<file path="config.mk">
export PLATFORM = sky130hd
export DESIGN_NAME = ctrl_seq
export DESIGN_NICKNAME = d
export VERILOG_FILES = /design/src/rtl/ctrl_seq.sv
export SDC_FILE = /design/constraint.sdc
export NUM_CORES = 1
export LEC_CHECK = 0
export CAP_MARGIN = 20
export CORE_MARGIN = 1
export CORE_UTILIZATION = 43
export DETAILED_ROUTE_END_ITERATION = 10
export HOLD_SLACK_MARGIN = 0.02
export PLACE_DENSITY = 0.82
export SYNTH_ARGS = -nofsm -noshare
export SYNTH_HDL_FRONTEND = slang
export SYNTH_SLANG_ARGS = --single-unit
</file>
<file path="constraint.sdc">
create_clock -name clk -period 2 [get_ports clk]
set_input_delay 0.2 -clock clk [delete_from_list [all_inputs] [get_ports clk]]
set_output_delay 0.2 -clock clk [all_outputs]
set_load 0.005 [all_outputs]
</file>
<file path="src/rtl/ctrl_seq.sv">
// Multi-cycle instruction sequencer: fetches 8-bit instructions from a synchronous ROM
// and drives register-file selects, ALU op, immediate path and write enable.
module ctrl_seq #(
  parameter int PC_W   = 4,
  parameter int DATA_W = 4
) (
  input  logic              clk,
  input  logic              rst,
  input  logic              START,
  input  logic [7:0]        INSTR,
  output logic [PC_W-1:0]   IMEM_ADDR,
  output logic [1:0]        SEL_A,
  output logic [1:0]        SEL_B,
  output logic [1:0]        SEL_W,
  output logic              WE,
  output logic [1:0]        ALU_OP,
  output logic [DATA_W-1:0] IMM,
  output logic              IMM_SEL,
  output logic [PC_W-1:0]   PC,
  output logic              BUSY,
  output logic              HALTED
);

  typedef enum logic [2:0] {
    S_IDLE   = 3'd0,
    S_FETCH  = 3'd1,
    S_DECODE = 3'd2,
    S_EXEC   = 3'd3,
    S_WB     = 3'd4,
    S_HALT   = 3'd5
  } state_t;

  localparam logic [7:0] HALT_INSTR = 8'h80;

  state_t              r_state;
  logic [PC_W-1:0]     r_pc;
  logic [1:0]          r_sel_a;
  logic [1:0]          r_sel_b;
  logic [1:0]          r_sel_w;
  logic [1:0]          r_alu_op;
  logic [DATA_W-1:0]   r_imm;
  logic                r_imm_sel;
  logic                r_we;
  logic                r_busy;
  logic                r_halted;
  logic                w_is_halt;

  assign w_is_halt = (INSTR == HALT_INSTR);

  // The decoded-field registers double as the instruction register: they load only
  // on DECODE -> EXEC, so a HALT decode leaves the previous selects on the outputs.
  always_ff @(posedge clk or posedge rst) begin
    if (rst) begin
      r_state   <= S_IDLE;
      r_pc      <= '0;
      r_sel_a   <= '0;
      r_sel_b   <= '0;
      r_sel_w   <= '0;
      r_alu_op  <= '0;
      r_imm     <= '0;
      r_imm_sel <= 1'b0;
      r_we      <= 1'b0;
      r_busy    <= 1'b0;
      r_halted  <= 1'b0;
    end else begin
      case (r_state)
        S_IDLE: begin
          if (START) begin
            r_state <= S_FETCH;
            r_busy  <= 1'b1;
          end
        end
        S_FETCH: begin
          r_state <= S_DECODE;
        end
        S_DECODE: begin
          if (w_is_halt) begin
            r_state  <= S_HALT;
            r_busy   <= 1'b0;
            r_halted <= 1'b1;
          end else begin
            r_state   <= S_EXEC;
            r_alu_op  <= INSTR[7:6];
            r_sel_w   <= INSTR[5:4];
            r_sel_a   <= INSTR[3:2];
            r_sel_b   <= INSTR[1:0];
            r_imm     <= DATA_W'(INSTR[3:0]);
            r_imm_sel <= (INSTR[7:6] == 2'b11);
          end
        end
        S_EXEC: begin
          r_state <= S_WB;
          r_we    <= 1'b1;
        end
        S_WB: begin
          r_state <= S_FETCH;
          r_we    <= 1'b0;
          r_pc    <= r_pc + PC_W'(1);
        end
        S_HALT: begin
          if (START) begin
            r_state  <= S_FETCH;
            r_pc     <= '0;
            r_busy   <= 1'b1;
            r_halted <= 1'b0;
          end
        end
        default: begin
          r_state <= S_IDLE;
          r_we    <= 1'b0;
          r_busy  <= 1'b0;
        end
      endcase
    end
  end

  assign IMEM_ADDR = r_pc;
  assign PC        = r_pc;
  assign SEL_A     = r_sel_a;
  assign SEL_B     = r_sel_b;
  assign SEL_W     = r_sel_w;
  assign ALU_OP    = r_alu_op;
  assign IMM       = r_imm;
  assign IMM_SEL   = r_imm_sel;
  assign WE        = r_we;
  assign BUSY      = r_busy;
  assign HALTED    = r_halted;

endmodule

</file>
After elaboration in Yosys (flattened, before gate mapping)

Index checks and enable logic that the tools add are counted.

Bits of input ports: 11
Register bits after elaboration: 23
Output and inout port bits: 24

Multiplexer cells: 12
Reduce and logical (&&, ||, !) cells: 10
Add/sub/neg operators: 1
Bitwise logic cells: 2
Equality and inequality tests: 10

Operators with widths:

| kind                                                             | number |
|---|---|
| 3-bit one-hot mux with 5 select lines                            | 1 |
| 8-bit == test (second input constant)                            | 1 |
| 4-bit one-hot mux with 2 select lines                            | 1 |
| 3-bit by 2-bit == test with 1-bit output (second input constant) | 2 |
| 3-bit == test (second input constant)                            | 2 |
| 3-bit 2-to-1 mux                                                 | 2 |
| 3-bit AND reduction                                              | 2 |
| 4-bit by 1-bit adder with 4-bit output (second input constant)   | 1 |
| 1-bit 2-to-1 mux                                                 | 4 |
| 4-bit 2-to-1 mux                                                 | 1 |
| 2-bit != test (second input constant)                            | 2 |
| 1-bit one-hot mux with 2 select lines                            | 2 |
| 2-bit AND reduction                                              | 2 |
| 2-bit nonzero test                                               | 2 |
| 4-bit OR reduction                                               | 1 |
| 3-bit by 1-bit == test with 1-bit output (second input constant) | 1 |
| 3-bit zero test                                                  | 1 |
| 1-bit one-hot mux with 3 select lines                            | 1 |
| 3-bit OR reduction                                               | 1 |
| 2-bit == test (second input constant)                            | 1 |
| 2-bit by 1-bit != test with 1-bit output (second input constant) | 1 |
| 1-bit inverter                                                   | 2 |
| 2-bit OR reduction                                               | 1 |

Depth between registers and ports, before layout

Gate-level depths: netlist of the first run.

Depth in word-level cells: 4
Depth in mapped cells: 4
Gate-level depth less buffers: 4

Worst setup path after synthesis of the first run

Ideal clock, no wire load.

Path kind: flip-flop to flip-flop
Start: reg r_state[2]
End: reg r_alu_op[0], in the netlist ALU_OP[0]
Arrival: 1.338 ns
Slack: 0.537 ns
Required time: 1.875 ns
Clock period less this slack: 1.463 ns
Cell stages (with the launch flop): 4
Cells stage by stage: dfrtp_1 nand2b_4 a211oi_4 mux2_2

Word-level cells in the longest chain between the ends: 2

Ends and longest elaborated chain:

| what                                     | RTL line | text |
|---|---|---|
| start: declaration                       | 35       | `state_t r_state;` |
| start signal: assignment                 | 54       | `r_state <= S_IDLE;` |
| start signal: assignment                 | 69       | `r_state <= S_FETCH;` |
| start signal: assignment                 | 74       | `r_state <= S_DECODE;` |
| 3-bit by 2-bit == test with 1-bit output | 66       | `case (r_state)` |
| 2-bit AND reduction (no source line)     | -        |  |
| end signal: assignment                   | 83       | `r_alu_op <= INSTR[7:6];` |
| end: declaration                         | 40       | `logic [1:0] r_alu_op;` |

No other way between the ends.
A chain may end at the register's enable or synchronous reset.

Final worst setup path of the first run

Start: reg r_state[2]
End: reg r_imm[3], in the netlist IMM[3]

Word-level cells in the longest chain between the ends: 2

Ends and longest elaborated chain:

| what                                     | RTL line | text |
|---|---|---|
| 3-bit by 2-bit == test with 1-bit output | 66       |  |
| 2-bit AND reduction (no source line)     | -        |  |
| end signal: assignment                   | 87       | `r_imm <= DATA_W'(INSTR[3:0]);` |
| end: declaration                         | 41       | `logic [DATA_W-1:0] r_imm;` |

No other way between the ends.

==> key figures, run 1 <==
Run status
  – Outcome: completed

Placement
  – DPL Wire Length: 1350 um
  – IO Port Bufs: 34
  – Setup WS pre-CTS: 0.0539 ns
  – Dpl cell area: 1270 um^2
  – GP Congestion: 0.726
  – Placed insts: 134

CTS
  – Reg clk slew, reported paths: 0.11 ns
  – H-Tree Depth: 1
  – Clock Path Buffers: 2
  – TritonCTS Sinks: 19
  – CTS buffer count: 3
  – Worst-skew pair later-pin latency: 0.31 ns
  – Post-cts sizing count: 0
  – # hold bufs at CTS: 0
  – TritonCTS clock tree: built
  – Clock root cell: clkbuf_4
  – Setup Buffers After CTS: 0

Finish
  – Area of the multi-input gates: 387 um^2
  – Layout cell share with drive strength beyond 1: 0.180
  – Area Growth Syn to Fin: 37.2%
  – Storage cell area: 475 um^2
  – Post-route insts no fill: 138
  – Fillers: 168
  – Cell area after layout: 1300 um^2
  – N_diodes: 0
  – Final #Nets: 124

Pwr
  – Leak: 0.541 nW
  – P per Cell Area: 1550 nW/um^2
  – Peak VDD IR: 0.954 mV
  – Power consumption: 2.01 mW

STA
  – Setup TNS: 0 ns
  – RSZ-0062 raised after global routing: no
  – Max Slew Vio Count: 0
  – Setup-failing EPs final: 0
  – Final worst-path cycle share: 0.831
  – Tmin final: 1.66 ns
  – Final Skew: 0.00436 ns
  – Worst-margin pin slew: 0.726 ns
  – F_max: 602 MHz
  – Relative slew slack: 0.516
  – Final WS setup: 0.338 ns
  – Final hold violations: 0

Setup path
  – Worst path slowest cell: dfrtp_1
  – Crit. End Element: flop
  – CP Cell Sequence: nand2b_4 > a211oi_4 > mux2_2
  – Crit path kind: flop to flop
  – Max Fanout on Critical Path: 10
  – CP required: 2.20 ns
  – CP max stage delay: 0.50 ns
  – Buffers plus inverters on the worst setup path: 0
  – CP top delay family: flip-flops
  – Worst setup SP type: flop
  – CP arrival: 1.87 ns

Floorplan
  – Die width: 49.0 um
  – Die area: 2400 um^2
  – I/O pins: 35
  – Area of the core: 2020 um^2
  – Starting Density: 0.469
  – FP Rows: 16
  – Die Height: 49.0 um

Route
  – DR WL/cell: 13.6 um
  – Met1 Wirelength: 814 um
  – ANT nets after route: 0
  – Via count: 715
  – WL met2: 920 um
  – DRT iter0 DRCs: 9
  – DRC Markers: 0
  – Router iterations before antenna repair: 4
  – Drt via density: 5.18
  – Routed WL: 1870 um
  – Routed met3 length: 117 um
  – Highest metal used: met4

Flow run
  – Max cap viols: 0

Synthesis
  – Synthesized Nets: 92
  – Largest area contributor in the netlist: dfrtp_1
  – Yosys cell types: 25
  – Yosys top cell area share: 0.501
  – Cell Area, Synth: 948 um^2
  – Syn_area_per_cell: 11.9 um^2
  – Dominant cells by area after synthesis: dfrtp_1, mux2_2, buf_4, o2bb2ai_1, o21ai_0
  – Flops & latches, synth: 19
  – Syn. warnings: 0
  – Mapped Cells: 80
  – Register area share after synthesis: 0.501

GRT
  – GRT Total Usage: 0.185
  – Largest net degree at the start of global routing: 20
  – Vias in the first global route: 693
  – Initial antenna violation count: 0
  – GRT overflow: 0
  – Global-route wire length before repair: 3300 um

Hold path
  – Hold/Removal Path Class: input pin to asynchronous set/reset pin
==> cell type report <==
cell class	instances	share of cell area
Clock inverter	1	0.00385
Sequential cell	19	0.365
Tap cell	27	0.0260
Timing Repair Buffer	36	0.273
Multi-Input combinational cell	46	0.297
Clock buffer	3	0.0173
Inverter	6	0.0173
==> power by group <==
group | internal [mW] | switching, mW
clock | 0.0747 | 0.128
combinational | 0.698 | 0.357
sequential | 0.571 | 0.183
total | 1.34 | 0.667
==> metrics by stage <==
stage	hold slack, ns	util
after global routing	0.368	0.644
after global placement	0.495	0.630
after floorplan	0.151	-
after detailed placement	0.496	0.630
after CTS	0.317	0.644
final	0.298	0.644
==> Yosys cell counts (all sizes together) <==
master and n:
a211o 1, a211oi 1, a21oi 2, a221o 1
a22o 2, and2b 1, buf 8, clkbuf 1
dfrtp 19, ha 1, inv 6, mux2 9
mux2i 2, nand2 4, nand2b 4, nand3 1
nor2 2, nor3b 1, nor4 1, nor4b 1
o21ai 5, o2bb2ai 4, o31ai 2, or3b 1
==> cell families (layout without fill, tap and decap cells) <==
logic type,after synthesis,after routing,share of synthesized area
muxes,11,11,0.128
and+or+nand+nor,16,16,0.117
AOI/OAI and AO/OA,18,18,0.149
DFF,19,19,0.501
buffers and inverters,15,46,0.0910
adders and majority gates,1,1,0.0132
==> sequential cells by signal, summed over array words and instances, names as in the netlist <==
name,count
HALTED,1
WE,1
ALU_OP,2
IMM_SEL,1
SEL_A,1
BUSY,1
r_state,3
SEL_B,1
IMM,2
IMEM_ADDR,4
SEL_W,2
==> final timing paths <==
check                      depth (start not counted)  slack [ns]  startpoint    endpoint
min reg2reg                                        2        0.52      HALTED      HALTED
min in group clk                                   3        0.52    INSTR[7]     IMM_SEL
max reg2reg                                        3        0.34  r_state[2]      IMM[3]
max                                                3        0.34  r_state[2]      IMM[3]
max in group asynchronous                          2        1.24         rst      HALTED
min                                                2        0.30         rst  r_state[1]
==> layer usage <==
layer  up-vias  global-route usage
met3         2              0.0436
met1       338               0.254
met5         -                   0
li1        341                   -
met4         0              0.0735
met2        34               0.282
==> cells in the final DEF, fill, tap and decap left out, types with 2 or more instances in the layout <==
cell,count
a21oi_1,2
a22o_1,2
buf_4,2
clkbuf_4,3
clkdlybuf4s50_1,34
dfrtp_1,19
inv_1,6
mux2_2,9
mux2i_1,2
nand2_1,4
nand2b_1,3
nor2_1,2
o21ai_0,5
o2bb2ai_1,4
o31ai_1,2
Note: power is estimated with default switching activity, not from simulation.
==> run 2, diff against run 1 <==
==> constraint.sdc (replaced) <==
create_clock -name clk -period 1.67 [get_ports clk]
set_input_delay 0.167 -clock clk [delete_from_list [all_inputs] [get_ports clk]]
set_output_delay 0.167 -clock clk [all_outputs]
set_load 0.005 [all_outputs]
==> run 2 against run 1 <==
Against the previous run: clock skew down 0.0025 ns; sequential power up 18%; register-to-register slack worse by 0.09 ns; largest power group unchanged; non-clock buffer count up 9; critical path depth up 2; sequential share of layout area down 1.8 points; sequential cell count unchanged; final area up 5.1%; first-iteration DRC count down 33%; critical path type is now input pin to flop; core utilization up 3.3 points; clock power up 14%; count of clock-buffer cells in the layout up 1.
==> key figures, run 2 (synthesis gave the netlist of run 1 again) <==
Run status
  – Outcome: completed

Setup path
  – CP arrival: 1.64 ns (-0.23 ns)
  – Max Fanout on Critical Path: 4 (-6)
  – Crit path kind: input pin to flop
  – Crit. End Element: flop
  – Flop2flop setup slack: 0.25 ns (-0.09 ns)
  – CP required: 1.86 ns (-0.34 ns)
  – Crit Reg-Reg Endpoint: IMM[1]
  – Worst setup SP type: input pin
  – Worst Reg2Reg Path Length in Cells: 4 (+1)
  – R2R Path Start: r_state[1]

Finish
  – Final #Nets: 133 (+7.3%)
  – Layout cell share with drive strength beyond 1: 0.233 (+0.0532)
  – Area Growth Syn to Fin: 44.2%
  – Commonest non-fill, non-tap cell in the layout: clkdlybuf4s50_1
  – N_diodes: 0 (unchanged)
  – Most frequent cells in the layout: clkdlybuf4s50_1, dfrtp_1, buf_4
  – Max reg flops: 4 (unchanged)

GRT
  – GRT Total Usage: 0.178 (-0.00723)
  – Largest net degree at the start of global routing: 20 (unchanged)
  – Global-route wire length before repair: 3240 um (-1.7%)
  – Initial antenna violation count: 0 (unchanged)
  – Vias in the first global route: 741 (+6.9%)
  – GRT overflow: 0 (unchanged)

CTS
  – Post-cts sizing count: 0 (unchanged)
  – Setup Buffers After CTS: 0 (unchanged)
  – H-Tree Depth: 1 (unchanged)
  – CTS buffer count: 3 (unchanged)
  – # hold bufs at CTS: 0 (unchanged)
  – Clock Path Buffers: 2 (unchanged)
  – Worst-skew pair later-pin latency: 0.30 ns (about the same)
  – TritonCTS Sinks: 19 (unchanged)
  – Reg clk slew, reported paths: 0.10 ns (about the same)
  – TritonCTS clock tree: built
  – Clock root cell: clkbuf_4

STA
  – Tmin final: 1.45 ns
  – Final Skew: 0.00186 ns (-0.00250 ns)
  – Final worst-path cycle share: 0.871
  – F_max: 688 MHz
  – Worst-margin pin slew: 0.427 ns (-0.299 ns)
  – Final hold violations: 0 (unchanged)
  – Relative slew slack: 0.712 (+0.197)
  – RSZ-0062 raised after global routing: no
  – Setup-failing EPs final: 0 (unchanged)
  – Max Slew Vio Count: 0 (unchanged)
  – Hold_ws: 0.171 ns (-0.127 ns)
  – Final WS setup: 0.216 ns (-0.122 ns)

Floorplan
  – FP Rows: 16 (unchanged)
  – Starting Density: 0.469 (unchanged)
  – Die width: 49.0 um (unchanged)
  – I/O pins: 35 (unchanged)
  – Area of the core: 2020 um^2 (unchanged)
  – Die area: 2400 um^2 (unchanged)
  – Die Height: 49.0 um (unchanged)

Pwr
  – Peak VDD IR: 1.23 mV (+29%)
  – P per Cell Area: 1780 nW/um^2 (+15%)
  – Power consumption: 2.44 mW (+21%)
  – Leak: 0.584 nW (+7.9%)

Placement
  – GP Congestion: 0.759 (+4.6%)
  – Setup WS pre-CTS: -0.107 ns (-0.161 ns)
  – DPL Wire Length: 1430 um (+5.9%)
  – IO Port Bufs: 34 (unchanged)

Route
  – Routed WL: 1810 um (-3.4%)
  – ANT nets after route: 0 (unchanged)
  – DRT iter0 DRCs: 6 (-3)
  – DRC Markers: 0 (unchanged)
  – Drt via density: 4.92 (-5.1%)
  – Router iterations before antenna repair: 4 (unchanged)
  – DR WL/cell: 12.3 um (-9.3%)
  – Via count: 723 (+1.1%)

Flow run
  – Max cap viols: 0 (unchanged)

Hold path
  – Hold/Removal Path Class: input pin to asynchronous set/reset pin
-- run 2: changes by cell type in the layout (fill, tap and decap cells not counted), sizes merged --
cell    previous run  this run
buf                2        11
clkbuf             3         4
clkinv             1         0
-- run 2: through the flow --
step,instance area (um^2),util,std cells,TNS [ns]
after CTS,1370,0.676,147,0
after detailed placement,1340,0.663,143,-0.558
after floorplan,948,-,80,0
final,1370,0.676,147,0
after global routing,1370,0.676,147,0
after global placement,1340,0.663,143,-0.451
-- run 2: worst max-delay path by stage --
stage	start	end	cells past startpoint
6_report	INSTR[0]	BUSY	5
4_1_cts	INSTR[0]	BUSY	5
2_1_floorplan	r_state[2]	ALU_OP[0]	3
3_3_place_gp	INSTR[0]	BUSY	5
3_5_place_dp	INSTR[0]	BUSY	5
5_1_grt	r_state[1]	SEL_B[0]	4
-- run 2: power breakdown --
part	leakage (nW)	internal (mW)	total [mW]	switching, mW
Clock	0.0150	0.0931	0.231	0.138
Sequential	0.222	0.684	0.887	0.203
Combinational	0.347	0.883	1.32	0.440
-- run 2: final cells by class --
class	count	area (um^2)
Sequential cell	19	475
Inverter	6	22.5
Multi-Input combinational cell	46	387
Fill cell	155	654
Timing Repair Buffer	45	423
Tap cell	27	33.8
Clock buffer	4	26.3
-- run 2: metal layers --
metal | vias to the layer above | wire length (um) | GRT usage
li1 | 361 | - | -
met1 | 328 | 762 | 0.207
met2 | 30 | 890 | 0.306
met3 | 4 | 126 | 0.0498
met4 | 0 | 30 | 0.0735
met5 | - | 0 | 0
-- run 2: worst max-delay path, cell delays in order --
cell and delay [ns]:
clkdlybuf4s50_1 0.43, nor4_2 0.43, a211oi_4 0.11, buf_4 0.17, a221o_1 0.34
